## config.mk

```make
export PLATFORM = sky130hd
export DESIGN_NAME = imm_gen_pipe
export DESIGN_NICKNAME = d
export VERILOG_FILES = /design/src/rtl/imm_gen_pkg.sv /design/src/rtl/imm_extract.sv /design/src/rtl/imm_gen_pipe.sv
export SDC_FILE = /design/constraint.sdc
export NUM_CORES = 1
export LEC_CHECK = 0
export BUFFER_PORTS_ARGS = -buffer_cell sky130_fd_sc_hd__buf_2
export CAP_MARGIN = 20
export CORE_ASPECT_RATIO = 2
export CORE_MARGIN = 10
export CORE_UTILIZATION = 59
export CTS_CLUSTER_SIZE = 25
export DETAILED_ROUTE_END_ITERATION = 6
export GPL_TIMING_DRIVEN = 0
export PLACE_DENSITY = 0.85
export SYNTH_ARGS = -nofsm -noshare
export SYNTH_HDL_FRONTEND = slang
export SYNTH_SLANG_ARGS = --single-unit
```

## constraint.sdc

```tcl
create_clock -name clk -period 5.92 [get_ports clk]
set_input_delay 1.184 -clock clk [delete_from_list [all_inputs] [get_ports clk]]
set_output_delay 1.184 -clock clk [all_outputs]
set_load 0.03 [all_outputs]
```

## src/rtl/imm_gen_pkg.sv

```systemverilog
// Shared constants for the registered immediate generator: imm_src encodings
// and occupancy-state encodings of the two-entry output buffer.
package imm_gen_pkg;

  localparam logic [2:0] IMM_I = 3'b000;
  localparam logic [2:0] IMM_S = 3'b001;
  localparam logic [2:0] IMM_B = 3'b010;
  localparam logic [2:0] IMM_U = 3'b011;
  localparam logic [2:0] IMM_J = 3'b100;
  localparam logic [2:0] IMM_Z = 3'b101;

  localparam logic [1:0] ST_EMPTY = 2'b00;
  localparam logic [1:0] ST_ONE   = 2'b01;
  localparam logic [1:0] ST_TWO   = 2'b10;

endpackage

```

## src/rtl/imm_extract.sv

```systemverilog
// Combinational immediate extraction for I/S/B/U/J (and Z when IMM_GEN_ZICSR_EN
// is defined); reserved or disabled encodings give imm=0 with illegal=1.
module imm_extract
  import imm_gen_pkg::*;
#(
  parameter int XLEN = 32
) (
  input  logic [31:0]     instr,
  input  logic [2:0]      imm_src,
  output logic [XLEN-1:0] imm,
  output logic            illegal
);

  logic [31:0] imm32;
  logic        s;
  logic        unused_opcode;

  assign s             = instr[31];
  assign unused_opcode = ^instr[6:0];

  always_comb begin
    // NOTE: every output gets a default before the case so no path leaves it unassigned (no latch).
    imm32   = '0;
    illegal = 1'b0;
    case (imm_src)
      IMM_I: imm32 = {{20{s}}, instr[31:20]};
      IMM_S: imm32 = {{20{s}}, instr[31:25], instr[11:7]};
      IMM_B: imm32 = {{19{s}}, s, instr[7], instr[30:25], instr[11:8], 1'b0};
      IMM_U: imm32 = {instr[31:12], 12'b0};
      IMM_J: imm32 = {{11{s}}, s, instr[19:12], instr[20], instr[30:21], 1'b0};
`ifdef IMM_GEN_ZICSR_EN
      IMM_Z: imm32 = {27'b0, instr[19:15]};
`endif
      default: illegal = 1'b1;
    endcase
  end

  // Every 32-bit result already carries its sign in bit 31 (zero for zimm).
  if (XLEN > 32) begin : g_wide
    assign imm = {{(XLEN-32){imm32[31]}}, imm32};
  end else begin : g_narrow
    assign imm = imm32;
  end

endmodule

```

## src/rtl/imm_gen_pipe.sv

```systemverilog
// Registered immediate generator with valid/ready handshakes and a two-entry
// skid buffer (registered in_ready). Optional zimm support: IMM_GEN_ZICSR_EN.
module imm_gen_pipe
  import imm_gen_pkg::*;
#(
  parameter int XLEN  = 32,
  parameter int TAG_W = 5
) (
  input  logic             clk,
  input  logic             rst,
  input  logic             in_valid,
  output logic             in_ready,
  input  logic [31:0]      instr,
  input  logic [2:0]       imm_src,
  input  logic [TAG_W-1:0] in_tag,
  output logic             out_valid,
  input  logic             out_ready,
  output logic [XLEN-1:0]  out_imm,
  output logic [TAG_W-1:0] out_tag,
  output logic             out_illegal
);

  logic [1:0]       state;
  logic [1:0]       next_state;
  logic [XLEN-1:0]  new_imm;
  logic             new_ill;
  logic [XLEN-1:0]  main_imm;
  logic [TAG_W-1:0] main_tag;
  logic             main_ill;
  logic [XLEN-1:0]  skid_imm;
  logic [TAG_W-1:0] skid_tag;
  logic             skid_ill;
  logic             push;
  logic             pop;
  logic             load_main_new;
  logic             load_main_skid;
  logic             load_skid;

  imm_extract #(.XLEN(XLEN)) u_extract (
    .instr   (instr),
    .imm_src (imm_src),
    .imm     (new_imm),
    .illegal (new_ill)
  );

  assign push = in_valid & in_ready;
  assign pop  = out_valid & out_ready;

  always_comb begin
    next_state     = state;
    load_main_new  = 1'b0;
    load_main_skid = 1'b0;
    load_skid      = 1'b0;
    case (state)
      ST_EMPTY: begin
        if (push) begin
          next_state    = ST_ONE;
          load_main_new = 1'b1;
        end
      end
      ST_ONE: begin
        if (push && pop) begin
          load_main_new = 1'b1;
        end else if (push) begin
          next_state = ST_TWO;
          load_skid  = 1'b1;
        end else if (pop) begin
          next_state = ST_EMPTY;
        end
      end
      ST_TWO: begin
        // The skid entry is always the younger one, so it refills main.
        if (pop) begin
          next_state     = ST_ONE;
          load_main_skid = 1'b1;
        end
      end
      default: next_state = ST_EMPTY;
    endcase
  end

  // NOTE: sequential state uses non-blocking assignments so all flops update from pre-edge values.
  always_ff @(posedge clk or posedge rst) begin
    if (rst) begin
      state    <= ST_EMPTY;
      in_ready <= 1'b1;
    end else begin
      state    <= next_state;
      in_ready <= (next_state != ST_TWO);
    end
  end

  // NOTE: data registers are reset too, since the outputs must read zero during reset.
  always_ff @(posedge clk or posedge rst) begin
    if (rst) begin
      main_imm <= '0;
      main_tag <= '0;
      main_ill <= 1'b0;
      skid_imm <= '0;
      skid_tag <= '0;
      skid_ill <= 1'b0;
    end else begin
      if (load_main_new) begin
        main_imm <= new_imm;
        main_tag <= in_tag;
        main_ill <= new_ill;
      end else if (load_main_skid) begin
        main_imm <= skid_imm;
        main_tag <= skid_tag;
        main_ill <= skid_ill;
      end
      if (load_skid) begin
        skid_imm <= new_imm;
        skid_tag <= in_tag;
        skid_ill <= new_ill;
      end
    end
  end

  assign out_valid   = (state != ST_EMPTY);
  assign out_imm     = main_imm;
  assign out_tag     = main_tag;
  assign out_illegal = main_ill;

endmodule

```

==> impl_metrics.toml <==
[status]
status = "finished, final reports clean"

[sta]
tightest_slew_ns = 0.493
period_share_pct = 42.8
setup_viol = 0
finalHoldViolations = 0
final_max_slew_viol_count = 0
rsz0062_at_grt = "no"
fmax_mhz = 395
hold_ws_ns = 0.496
finalClockSkew_ns = 0.00557
fin_crit_ns = 2.53
fin_tns_setup_ns = 0
worst_slack_ns = 3.39
maxSlewHeadroom_pct = 67.1

[critical_path]
endpoint_kind = "output port"
critPathArrivalTime_ns = 1.35
worstPathRequired_ns = 4.74
reg2reg_depth = 5
critical_path_peak_fanout = 10
critPathBufInv = 2
reg2reg_slack_ns = 4.28
crit_type = "reg -> out"
cpPeakStageDelay_ns = 0.37
slowest_stage = "dfrtp_1"
path_cells = "buf_4, or2_2, buf_2"
rr_endpoint = "skid_imm[3]"
r2r_start = "state[0]"
crit_family = "flip-flops"
crit_start = "state[0]"
startpoint_type = "flip-flop"

[cells_and_area]
drive_above_1_share_pct = 30.0
final_net_count = 493
area_growth_pct = 19.1
final_cell_area_sq_um = 4800
stdcell_count = 542
nFillCells = 547
diodes = 0
finalCoreUtilization_pct = 72.5

[die]
die_width_um = 78.4
fp-row-count = 42
dieArea_sq_um = 10700
die_h_um = 137
core_sq_um = 6620
initial_core_util_pct = 60.9
ioPinCount = 84

[min_path]
holdPathStages = 1
hp-start = "skid_tag[3]"
hp-class = "reg -> reg"
holdPathEnd = "skid_tag[3]"

[detailed_routing]
firstDrtPassIters = 5
vias = 3442
ant_nets = 0
wl_per_cell_um = 20.9
viasPerCell = 6.35
drt_iter0_markers = 322
wl_mm = 11.3
drcViolationCount = 0

[global_route]
grt_start_max_net_pins = 50
grt-ovfl-total = 0
grt_pass1_vias = 3817
grt_pass1_wl_mm = 18.2
grt_usage_pct = 21.3
antenna_found_initial = 0

[pwr]
p_sw_uw = 992
seqPwrFrac_pct = 38.4
fin_total_pwr_mw = 2.44
powerDensity_nw_per_um2 = 509
p_int_mw = 1.45
p_leak_nw = 2.32
power_frac_comb_pct = 41.4
peakVddDrop_mv = 0.397
pwr-share-clk_pct = 20.2
switching_share_pct = 40.6

[place]
dp_hpwl_mm = 8.30
gp_congestion = 0.875
dpl_cell_area_sq_um = 4550
placed_cells = 526
port_buffers = 75
pre_cts_ws_ns = 3.44

[synthesis]
ys_seq_area_share_pct = 49.1
synth_top_family_by_area = "compound AO/OA/AOI/OAI gates"
synth_area_per_cell_sq_um = 11.1
synth-simple-area-share_pct = 18.0
synth_compound_area_share_pct = 18.6
yosys.area_share.xor_xnor_pct = 0
synthArstFlopShare_pct = 100
synth_cells = 362
synth_seq_cells = 79
synth_area_sq_um = 4030
synthFlopType = "dfrtp_1"
muxShareOfSynthArea_pct = 8.10
yosysWarnings = 0
synth_fp_nets = 406
yosys.cell_types.count = 49
synth-edff-count = 0
synth_fa_ha_area_share_pct = 0.279

[cts]
post_cts_resize_count = 0
cts_tree = "built"
cts_sinks = 79
clk_pin_slew_ns = 0.06
post_cts_buffers = 0
root_buffer = "clkbuf_16"
clock_latency_ns = 0.34
cts_buffers = 9
clk_path_buf_depth = 2
ctsHoldBuffers = 0
cts-htree-levels = 3

[flow_run]
drv_cap = 0
## worst max path at each step
| stage | slack, ns | end | cells past startpoint |
|---|---|---|---|
| 2_1_floorplan | 2.71 | out_illegal | 1 |
| 3_3_place_gp | 1.94 | skid_imm[15] | 2 |
| 3_5_place_dp | 3.44 | skid_imm[15] | 5 |
| 4_1_cts | 3.38 | out_valid | 3 |
| 5_1_grt | 3.34 | out_valid | 3 |
| 6_report | 3.39 | out_valid | 3 |
## layer usage
metal,share of wire (%),global-route usage [%],up-vias
met1,36,21.3,1697
met5,0,0,-
met4,4.8,13.6,0
li1,-,-,1550
met3,6.0,6.11,45
met2,54,37.4,150
## Yosys cell counts (all sizes together) (2+ instances only)
cell	instances	share of area (%)
dfrtp	78	48
buf	27	4.8
mux2i	27	6.7
nand2	27	2.6
o21ai	25	3.1
a31oi	19	2.9
a21oi	17	2.2
a221oi	12	2.6
and4b	12	3.0
a221o	11	2.7
a32oi	11	2.4
and2	11	1.7
and3	11	1.7
nand4b	11	2.4
clkbuf	10	0.93
a22o	6	1.3
nand2b	6	1.2
nand3b	6	1.4
mux2	5	1.4
a21o	4	0.75
nand3	4	0.50
nor2	3	0.53
nor2b	3	0.47
and3b	2	0.47
inv	2	0.19
nor3	2	0.65
nor3b	2	0.65
or2	2	0.31
## cell usage in the layout, fill, tap and decap left out, types with 5 or more instances in the layout
cell type / n
and4b_1: 12
o21ai_0: 22
clkbuf_1: 15
a21oi_1: 16
and2_1: 7
buf_4: 7
buf_2: 87
mux2i_1: 27
a221o_1: 11
a31oi_1: 19
dfrtp_1: 78
a22o_1: 6
a32oi_1: 11
clkbuf_16: 9
a221oi_1: 12
nand2_1: 25
nand4b_1: 11
buf_6: 7
mux2_2: 5
and3_1: 11
nand3b_1: 5
## kinds of logic after synthesis
| logic type | after synthesis |
|---|---|
| buffers and inverters | 39 |
| multiplexers | 32 |
| adder cells (fa/ha/maj) | 1 |
| AO/OA/AOI/OAI | 107 |
| flip-flops | 79 |
| AND/OR/NAND/NOR | 104 |
## power by group through the flow
stage	Sequential (mW)	Combinational, mW	Clock [mW]
floorplan	1.17	0.464	0
global placement	0.922	0.981	0
detailed placement	0.939	1.01	0
CTS	0.934	1.02	0.492
global route	0.966	1.09	0.511
finish	0.938	1.01	0.493
## sequential cells by signal (all words and copies together), names as in the netlist
signal,flops
skid_ill,1
skid_tag,5
out_tag,5
out_illegal,1
skid_imm,32
out_imm,32
in_ready,1
state,2
## layout make-up
| class | count | area, sq um | share of cell area, % |
|---|---|---|---|
| Buffer | 37 | 233 | 4.85 |
| Clock buffer | 14 | 244 | 5.08 |
| Clock inverter | 2 | 10.0 | 0.209 |
| Inverter | 2 | 10.0 | 0.209 |
| Multi-Input combinational cell | 244 | 1810 | 37.7 |
| Sequential cell | 79 | 1980 | 41.2 |
| Tap cell | 88 | 110 | 2.29 |
| Timing Repair Buffer | 76 | 403 | 8.39 |
Note: power is estimated with default switching activity, not from simulation.
